--- src/rtl/i2c_cfg_sequencer.sv ---
// Walks a register/value table, issuing one 24-bit {dev addr, word} write per entry over the mgo/mend/mack handshake.
// Min 3 clk per entry plus SCLK wait and bit-engine time; stalls in LOAD/WAIT. Macro I2C_CFG_RETRY_EN enables bounded NACK retry.
module i2c_cfg_sequencer #(
  parameter int         LUT_SIZE   = 32,
  parameter int         IDX_W      = 6,
  parameter int         DEV_SPLIT  = 10,
  parameter logic [7:0] DEV0_ADDR  = 8'h34,
  parameter logic [7:0] DEV1_ADDR  = 8'h40,
  parameter int         MAX_RETRY  = 3,
  parameter bit         AUTO_START = 1'b1
) (
  input  logic             clk,
  input  logic             reset,
  input  logic             SCLK,
  input  logic             start,
  input  logic [15:0]      lut_data,
  input  logic             mend,
  input  logic             mack,
  output logic [IDX_W-1:0] lut_index,
  output logic             mgo,
  output logic [23:0]      i2c_data,
  output logic [3:0]       mstep,
  output logic             busy,
  output logic             done,
  output logic             err_flag,
  output logic [7:0]       err_cnt
);

  if (LUT_SIZE < 1 || (1 << IDX_W) <= LUT_SIZE || MAX_RETRY < 0) begin : g_bad_params
    $error("i2c_cfg_sequencer: illegal LUT_SIZE/IDX_W/MAX_RETRY combination");
  end

  typedef enum logic [3:0] {
    ST_LOAD = 4'd0,
    ST_WAIT = 4'd1,
    ST_NEXT = 4'd2,
    ST_IDLE = 4'd3,
    ST_DONE = 4'd4
  } state_t;

  localparam logic [IDX_W-1:0] LAST_IDX = IDX_W'(LUT_SIZE - 1);
  localparam logic [IDX_W:0]   SPLIT    = (IDX_W + 1)'(DEV_SPLIT);

  state_t           state_q, state_d;
  logic [IDX_W-1:0] idx_q, idx_d;
  logic             mgo_q, mgo_d;
  logic [23:0]      data_q, data_d;
  logic             arm_q, arm_d;
  logic             busy_q, busy_d;
  logic             done_q, done_d;
  logic             run_start;
  logic             nack_give_up;

  assign run_start = ((state_q == ST_IDLE) && (arm_q || start)) ||
                     ((state_q == ST_DONE) && start);

  always_comb begin
    state_d = state_q;
    idx_d   = idx_q;
    mgo_d   = mgo_q;
    data_d  = data_q;
    arm_d   = arm_q;
    unique case (state_q)
      ST_IDLE, ST_DONE: begin
        if (run_start) begin
          state_d = ST_LOAD;
          arm_d   = 1'b0;
          idx_d   = '0;
        end
      end
      ST_LOAD: begin
        // lut_data is only trusted here, a full cycle after lut_index settled
        if (SCLK) begin
          data_d  = {(({1'b0, idx_q} < SPLIT) ? DEV0_ADDR : DEV1_ADDR), lut_data};
          mgo_d   = 1'b1;
          state_d = ST_WAIT;
        end
      end
      ST_WAIT: begin
        if (mend) begin
          mgo_d   = 1'b0;
          state_d = (mack || nack_give_up) ? ST_NEXT : ST_LOAD;
        end
      end
      ST_NEXT: begin
        if (idx_q == LAST_IDX) begin
          state_d = ST_DONE;
        end else begin
          idx_d   = idx_q + 1'b1;
          state_d = ST_LOAD;
        end
      end
      default: state_d = ST_IDLE;
    endcase
    busy_d = (state_d == ST_LOAD) || (state_d == ST_WAIT) || (state_d == ST_NEXT);
    done_d = (state_d == ST_DONE);
  end

  always_ff @(posedge clk) begin
    if (!reset) begin
      state_q <= ST_IDLE;
      idx_q   <= '0;
      mgo_q   <= 1'b0;
      data_q  <= '0;
      arm_q   <= AUTO_START;
      busy_q  <= 1'b0;
      done_q  <= 1'b0;
    end else begin
      state_q <= state_d;
      idx_q   <= idx_d;
      mgo_q   <= mgo_d;
      data_q  <= data_d;
      arm_q   <= arm_d;
      busy_q  <= busy_d;
      done_q  <= done_d;
    end
  end

`ifdef I2C_CFG_RETRY_EN
  localparam int           RW        = (MAX_RETRY < 2) ? 1 : $clog2(MAX_RETRY + 1);
  localparam logic [RW-1:0] RETRY_MAX = RW'(MAX_RETRY);

  logic [RW-1:0] retry_q, retry_d;
  logic          err_flag_q, err_flag_d;
  logic [7:0]    err_cnt_q, err_cnt_d;

  assign nack_give_up = (retry_q >= RETRY_MAX);

  always_comb begin
    retry_d    = retry_q;
    err_flag_d = err_flag_q;
    err_cnt_d  = err_cnt_q;
    if (run_start) begin
      retry_d    = '0;
      err_flag_d = 1'b0;
      err_cnt_d  = '0;
    end else if ((state_q == ST_WAIT) && mend && !mack) begin
      if (!nack_give_up) begin
        retry_d = retry_q + 1'b1;
      end else begin
        err_flag_d = 1'b1;
        if (err_cnt_q != 8'hFF) err_cnt_d = err_cnt_q + 8'd1;
      end
    end else if (state_q == ST_NEXT) begin
      retry_d = '0;
    end
  end

  always_ff @(posedge clk) begin
    if (!reset) begin
      retry_q    <= '0;
      err_flag_q <= 1'b0;
      err_cnt_q  <= '0;
    end else begin
      retry_q    <= retry_d;
      err_flag_q <= err_flag_d;
      err_cnt_q  <= err_cnt_d;
    end
  end

  assign err_flag = err_flag_q;
  assign err_cnt  = err_cnt_q;
`else
  // Legacy loader: a NACKed entry is resent until it is acknowledged
  assign nack_give_up = 1'b0;
  assign err_flag     = 1'b0;
  assign err_cnt      = 8'h00;
`endif

  assign lut_index = idx_q;
  assign mgo       = mgo_q;
  assign i2c_data  = data_q;
  assign mstep     = state_q;
  assign busy      = busy_q;
  assign done      = done_q;

endmodule

--- config.mk ---
export PLATFORM = sky130hd
export DESIGN_NAME = i2c_cfg_sequencer
export DESIGN_NICKNAME = d
export VERILOG_FILES = /design/src/rtl/i2c_cfg_sequencer.sv
export SDC_FILE = /design/constraint.sdc
export NUM_CORES = 1
export LEC_CHECK = 0
export ABC_AREA = 1
export CAP_MARGIN = 20
export CORE_ASPECT_RATIO = 0.6
export CORE_MARGIN = 2
export CORE_UTILIZATION = 37
export DETAILED_ROUTE_END_ITERATION = 12
export PLACE_DENSITY_LB_ADDON = 0.25
export SYNTH_ARGS = -nofsm -noshare
export SYNTH_HDL_FRONTEND = slang
export SYNTH_SLANG_ARGS = --single-unit
--- constraint.sdc ---
create_clock -name clk -period 1.4 [get_ports clk]
set_clock_uncertainty 0.1 [all_clocks]
set_input_delay 0.14 -clock clk [delete_from_list [all_inputs] [get_ports clk]]
set_output_delay 0.14 -clock clk [all_outputs]
set_load 0.02 [all_outputs]
-- Word-level counts from Yosys, hierarchy flattened
Index checks and enable logic that the tools add are counted.
- bits in registers: 38
- input port bits: 22
- output and inout port bits: 46
- logic and storage cells: 49
- add/subtract/negate cells: 1
- magnitude comparators: 1
- eq/ne operators: 12
- mux-type cells: 13
- reduce and logical (&&, ||, !) cells: 15
- operators by type and width (cell ; count):
    $pmux 4 s4 ; 1
    $eq 4x2->1 const B ; 3
    $mux 4 ; 3
    $mux 6 ; 2
    $pmux 6 s2 ; 1
    $eq 4x1->1 const B ; 2
    $eq 4x3->1 const B ; 2
    $logic_not 4->1 ; 2
    $ne 2x2->1 const B ; 4
    $mux 7 ; 1
    $add 6x1->6 const B ; 1
    $eq 6x5->1 const B ; 1
    $lt 6x4->1 const B ; 1
    $reduce_and 3->1 ; 2
    $logic_or 1x1->1 ; 4
    $reduce_and 2->1 ; 2
    $reduce_bool 2->1 ; 2
    $mux 3 ; 1
    $logic_and 1x1->1 ; 2
    $mux 1 ; 2
    $mux 2 ; 1
    $pmux 1 s2 ; 1
    $reduce_or 2->1 ; 1

-- Longest topological paths before layout
Gate-level depths: netlist of run 1.
- depth after elaboration: 8
- gate-level depth with buffers: 10
- depth with buffers taken out: 10

-- Least setup slack after synthesis of run 1
OpenSTA, ideal clock, no wires.
- kind: reg-to-reg
- start point: register idx_q[0] (netlist: lut_index[0])
- end point: register idx_q[0] (netlist: lut_index[0])
- library setup time: 131 ps
- arrival time: 1399 ps
- data required time: 1169 ps
- setup slack: -229 ps
- cell stages (with the launch flop): 11
- buffers on the path: 0
- period minus slack after synthesis: 1629 ps
- path through: dfxtp_1 > ha_1 > nand2_1 > nor2_2 > nand2_1 > nand2_1 > nand2_2 > nand2_4 > clkinv_2 > nand2_1 > a21oi_2
- longest elaborated chain between the ends: 3
- elaborated cells between the ends (all ways): 6
- classes of those cells: add/sub (1); eq/ne (2); mux (2); reduce/logical (1)
- ends and longest elaborated chain (what ; RTL line ; source):
    start: declaration ; 45 ; logic [IDX_W-1:0] idx_q, idx_d;
    start signal: assignment ; 110 ; idx_q <= idx_d;
    $add 6x1->6 / $eq 6x5->1 (equally long branches) ; 89, 86 ;
    $mux 6 / $ne 2x2->1 (equally long branches) ; -- ;
    $pmux 6 s2 / $reduce_and 3->1 (equally long branches) ; -- ;
Parallel ways exist; a longest one is shown, timed or not. The select of a mux whose other input is x is not followed.
A chain may end at the register's enable or synchronous reset.

-- Worst setup path after layout of run 1
- start point: register idx_q[1] (netlist: lut_index[1])
- end point: register state_q[2] (netlist: mstep[2])
- longest elaborated chain between the ends: 3
- ends and longest elaborated chain (what ; RTL line ; source):
    $eq 6x5->1 ; 86 ; if (idx_q == LAST_IDX) begin
    $mux 3 ; 86 ;
    $pmux 4 s4 ; 63 ; unique case (state_q)
    end signal: assignment ; 109 ; state_q <= state_d;
    end: declaration ; 44 ; state_t state_q, state_d;
No other way between the ends.

==> impl_metrics.env, run 1 <==
export IMPL_die_x_microns=87.19
export IMPL_drtPass1Iterations=4
export IMPL_start_util_pct=37.90
export IMPL_h_tree_depth=2
export IMPL_startpoint_type="flip-flop"
export IMPL_ys_seq_area_share_pct=41.69
export IMPL_hold_buffers=0
export IMPL_worst_ep_required_time_ns=1.52
export IMPL_r2r_cells=7
export IMPL_ioPinCount=68
export IMPL_drc=0
export IMPL_drt_iter0_drc=59
export IMPL_cts_root_buf="clkbuf_8"
export IMPL_antenna_found_initial=0
export IMPL_synth_seq_cells=32
export IMPL_p_int_uw=1513
export IMPL_r2r_end="mstep[2]"
export IMPL_powerDensity_nw_per_um2=887.0
export IMPL_syn_inst=204
export IMPL_startpoint="lut_index[1]"
export IMPL_area_delta_synth_final_pct=48.94
export IMPL_finalSetupViolCount=0
export IMPL_ant_nets=0
export IMPL_cts_sink_count=32
export IMPL_portBuffers=54
export IMPL_wirelength_microns=3577
export IMPL_outcome="complete, no violations"
export IMPL_nets=295
export IMPL_placed_cell_area_sq_um=2181
export IMPL_vias=1417
export IMPL_path_max_fanout=3
export IMPL_worst_setup_path_type="flip-flop to flip-flop"
export IMPL_yosys_warnings=0
export IMPL_critical_path_endpoint="mstep[2]"
export IMPL_gp_congestion=0.8264
export IMPL_wl_per_cell_microns=11.07
export IMPL_register_area_sq_um=654.4
export IMPL_multi_input_area_sq_um=759.5
export IMPL_swShare_pct=25.47
export IMPL_final_cell_mix="nand2_1 (54), dlygate4sd2_1 (33), dfxtp_1 (25), a21oi_1 (21), clkdlybuf4s50_1 (21)"
export IMPL_crit_buf_inv=1
export IMPL_slowest_delay_ns=0.36
export IMPL_drive_gt1_share_pct=22.71
export IMPL_rows=18
export IMPL_hp_class="primary input to flip-flop"
export IMPL_diodes=0
export IMPL_cp_depth=7
export IMPL_p_switching_uw=517.1
export IMPL_arrival_ns=1.50
export IMPL_power_frac_comb_pct=14.2
export IMPL_fmax_mhz=721.9
export IMPL_die_area_sq_um=4701
export IMPL_path_cells="ha_4, nand2_4, nor2_4, nand2_2, buf_4, o22ai_2, and2_1"
export IMPL_avgSynthCellArea_sq_um=7.532
export IMPL_die_y_microns=53.92
export IMPL_rsz0062_at_grt="true"
export IMPL_nFillCells=416
export IMPL_r2r_slack_ns=0.01
export IMPL_clk_latency_ns=0.28
export IMPL_slew_viol_final=0
export IMPL_cts_tree="built"
export IMPL_final_common_cell="nand2_1"
export IMPL_p_leak_uw=0.001097
export IMPL_syn_cell_area_sq_um=1536
export IMPL_end_kind="flip-flop"
export IMPL_place_hpwl_microns=2691
export IMPL_dp_cells=314
export IMPL_clk_pin_slew_ns=0.07
export IMPL_grt_max_degree=23
export IMPL_peakVddDrop_mv=0.4538
export IMPL_cts_buffers=5
export IMPL_power_frac_clock_pct=39.1
export IMPL_cap_violations=0
export IMPL_crit_family="simple AND/OR/NAND/NOR gates"
export IMPL_fin_cells=323
export IMPL_drt_vias_per_instance=4.387
export IMPL_r2r_start="lut_index[1]"
export IMPL_grt_use_total_pct=15.99
export IMPL_final_cell_area_sq_um=2288
export IMPL_final_util_pct=56.45
export IMPL_hold_violations=0
export IMPL_grt_pass1_vias=1227
export IMPL_core_sq_um=4054
export IMPL_fin_crit_ns=1.385
export IMPL_finalCritPeriodShare_pct=98.95
export IMPL_cpMaxStageDelayCell="dfxtp_4"
export IMPL_clk_path_buf_depth=2
export IMPL_grt_overflow=0
export IMPL_pwr_share_seq_pct=46.7
export IMPL_synth_cell_types=30
export IMPL_grt_pass1_wl_microns=5644
[stage by stage]
stage	setup slack, ns	total power [uW]	hold slack, ns	setup TNS [ns]
after floorplan	-0.01530	1151	0.1827	-0.03327
after global routing	-0.05989	2123	0.3202	-0.4019
after CTS	-0.002253	2043	0.3114	-0.002253
final	0.01473	2030	0.3180	0
after detailed placement	-0.08819	1258	0.3549	-1.225
after global placement	-0.05499	1256	0.3490	-0.5054
[worst min-delay path by stage]
| stage | slack, ns | end | cells after the start | start |
|---|---|---|---|---|
| after detailed placement | 0.35 | i2c_data[9] | 2 | i2c_data[9] |
| after CTS | 0.31 | i2c_data[2] | 3 | lut_data[2] |
| after global placement | 0.35 | i2c_data[0] | 2 | i2c_data[0] |
| final | 0.32 | i2c_data[11] | 3 | lut_data[11] |
| after global routing | 0.32 | i2c_data[4] | 3 | lut_data[4] |
| after floorplan | 0.18 | i2c_data[10] | 2 | lut_data[10] |
[per-layer routing]
layer | up-vias | global-route usage [%] | part of all wire, %
li1 | 750 | - | -
met1 | 622 | 23.18 | 52
met2 | 40 | 21.25 | 40
met3 | 5 | 6.748 | 7.2
met4 | 0 | 4.615 | 0.81
met5 | - | 0 | 0
[Yosys cell counts (all sizes together)]
library cell	n	area (sq um)
clkbuf	2	7.510
ha	1	12.51
o21ai	5	25.02
o221a	1	11.26
and2	2	12.51
inv	18	67.56
xor2	1	8.760
buf	19	147.6
a21oi	23	118.9
nand3	13	92.59
or2	1	6.260
clkinv	2	8.750
nand2	66	272.8
o22ai	1	12.51
dfxtp	32	640.6
nand4	2	12.51
conb	1	3.750
nor2	14	75.07
[power by group through the flow]
stage / combinational [uW] / clock [uW] / sequential (uW)
final: 289 / 794 / 947
after global routing: 316 / 857 / 950
after CTS: 284 / 815 / 945
after detailed placement: 293 / 0 / 965
after global placement: 290 / 0 / 966
after floorplan: 165 / 0 / 986
[state kept, by name (all words and copies together), names as in the netlist]
| signal | count |
|---|---|
| arm_q | 1 |
| busy | 1 |
| done | 1 |
| i2c_data | 18 |
| lut_index | 6 |
| mgo | 1 |
| mstep | 4 |
[cell families after synthesis]
| logic type | share of synthesized area, % |
|---|---|
| flops | 41.69 |
| compound gates | 10.91 |
| simple gates | 30.70 |
| fa+ha+maj | 0.8142 |
| xor+xnor | 0.5701 |
| other cells | 0.2441 |
| buf+inv | 15.06 |
[worst reg2reg max path: stages, from the launching register on]
cell     delay [ns]
dfxtp_4        0.36
ha_4           0.14
nand2_4        0.06
nor2_4         0.12
nand2_2        0.08
buf_4          0.14
o22ai_2        0.18
and2_1         0.15
[layout make-up]
| type | count | area share, % |
|---|---|---|
| Timing Repair Buffer | 69 | 27.28 |
| Clock buffer | 7 | 4.265 |
| Tap cell | 50 | 2.734 |
| Sequential cell | 32 | 28.59 |
| Clock inverter | 1 | 0.2187 |
| Multi-Input combinational cell | 144 | 33.19 |
| Inverter | 20 | 3.718 |
[timing repair]
action,in CTS,in global routing
gates cloned,0,0
setup buffers,0,1
pin swaps,2,5
gates resized for setup,34,15
setup endpoints to repair,56,28
(Power assumes the default switching activity.)
==> run 2, diff against run 1 <==
CORE_UTILIZATION = 45   (was 37)
GPL_TIMING_DRIVEN = 0   (was not set)
clock period = 1.7 ns   (was 1.4 ns; I/O delays follow)
==> impl_metrics.env, run 2 (same netlist as run 1, synthesis figures left out) <==
export IMPL_path_max_fanout=4
export IMPL_crit_buf_inv=2
export IMPL_start_util_pct=47.09
export IMPL_clk_path_buf_depth=2
export IMPL_r2r_cells=10
export IMPL_area_delta_synth_final_pct=47.15
export IMPL_ant_nets=0
export IMPL_startpoint_type="flip-flop"
export IMPL_r2r_end="lut_index[0]"
export IMPL_grt_pass1_vias=1242
export IMPL_cpMaxStageDelayCell="clkdlybuf4s50_1"
export IMPL_p_leak_uw=0.0009850
export IMPL_r2r_start="lut_index[0]"
export IMPL_slowest_delay_ns=0.59
export IMPL_cts_sink_count=32
export IMPL_crit_family="buffers and inverters"
export IMPL_cts_tree="built"
export IMPL_nets=300
export IMPL_clk_pin_slew_ns=0.07
export IMPL_ioPinCount=68
export IMPL_vias=1446
export IMPL_drt_iter0_drc=67
export IMPL_cp_depth=2
export IMPL_cts_setup_buffers=0
export IMPL_antenna_found_initial=0
export IMPL_multi_input_area_sq_um=713.2
export IMPL_hp_class="primary input to flip-flop"
export IMPL_cap_violations=0
export IMPL_die_area_sq_um=3913
export IMPL_peakVddDrop_mv=0.5934
export IMPL_slew_viol_final=0
export IMPL_grt_pass1_wl_microns=5761
export IMPL_worst_setup_path_type="flip-flop to primary output"
export IMPL_cts_root_buf="clkbuf_8"
export IMPL_wl_per_cell_microns=11.07
export IMPL_die_x_microns=79.44
export IMPL_fmax_mhz=613.3
export IMPL_drc=0
export IMPL_startpoint="i2c_data[21]"
export IMPL_arrival_ns=1.36
export IMPL_place_hpwl_microns=2601
export IMPL_rsz0062_at_grt="false"
export IMPL_grt_overflow=0
export IMPL_finalSetupViolCount=0
export IMPL_drt_vias_per_instance=4.491
export IMPL_largest_reg_flops=18
export IMPL_nFillCells=277
export IMPL_die_y_microns=49.26
export IMPL_h_tree_depth=2
export IMPL_wirelength_microns=3563
export IMPL_min_path_cells=2
export IMPL_clk_latency_ns=0.29
export IMPL_powerDensity_nw_per_um2=697.7
export IMPL_gp_congestion=0.8364
export IMPL_worst_ep_required_time_ns=1.43
export IMPL_final_common_cell="nand2_1"
export IMPL_r2r_slack_ns=0.14
export IMPL_final_util_pct=69.29
export IMPL_grt_max_degree=11
export IMPL_fin_crit_ns=1.630
export IMPL_core_sq_um=3263
export IMPL_finalCritPeriodShare_pct=95.91
export IMPL_critical_path_endpoint="i2c_data[20]"
export IMPL_portBuffers=53
export IMPL_cts_buffers=5
export IMPL_drtPass1Iterations=4
export IMPL_final_cell_mix="nand2_1 (60), clkdlybuf4s50_1 (49), dfxtp_1 (30), a21oi_1 (22), buf_4 (16)"
export IMPL_register_area_sq_um=645.6
export IMPL_end_kind="primary output"
export IMPL_drive_gt1_share_pct=18.41
export IMPL_rows=16
export IMPL_tns_ns=0
export IMPL_hold_violations=0
export IMPL_diodes=0
export IMPL_outcome="complete, no violations"
export IMPL_path_cells="buf_4, clkdlybuf4s50_1"
export IMPL_grt_use_total_pct=19.17
-- run 2: changes by cell type in the layout (fill, tap and decap cells not counted), sizes merged --
cell and delta:
dlygate4sd2 -32, inv +1, clkbuf +1, clkinv -1, buf +4, clkdlybuf4s50 +28, dlymetal6s2s +3
-- run 2: how the worst min path moves through the flow --
stage | from | slack (ns) | end
after floorplan | lut_data[10] | 0.21 | i2c_data[10]
after global placement | reset | 0.34 | arm_q
after detailed placement | reset | 0.35 | arm_q
after CTS | reset | 0.04 | arm_q
after global routing | reset | 0.06 | arm_q
final | reset | 0.04 | arm_q
-- run 2: timing repair --
item                       CTS  global route
resized for setup            2             5
hold buffers                 0             0
setup endpoints to repair    2             4
-- run 2: final cells by class --
type	count	area share (%)
clock inverters	1	0.2214
flip-flops and latches	32	28.56
clock buffers	6	3.210
well taps	45	2.490
repair buffers	53	23.74
plain buffers	21	6.862
inverters	20	3.376
multi-input cells	144	31.54
-- run 2: power by group --
part	internal, uW	switching [uW]
logic	114	127
clock network	278	278
registers	765	15.8
total	1160	420
-- run 2: per-layer routing --
metal	up-vias	GRT usage [%]	share of wire, %
met5	-	0	0
met4	0	8.621	1.7
met3	9	7.593	7.4
met2	42	24.23	40
met1	640	27.87	51
li1	755	-	-
-- run 2: stage by stage --
stage          power, uW  instances  hold slack, ns  cell area, sq um  worst slack [ns]
2_1_floorplan      944.7        217          0.2127              1585           0.07062
3_3_place_gp        1035        315          0.3387              2172           0.05995
3_5_place_dp        1038        315          0.3461              2172           0.01031
4_1_cts             1579        322         0.04171              2250           0.02864
5_1_grt             1641        322         0.05626              2261           0.01043
6_report            1577        322         0.04244              2261           0.06954
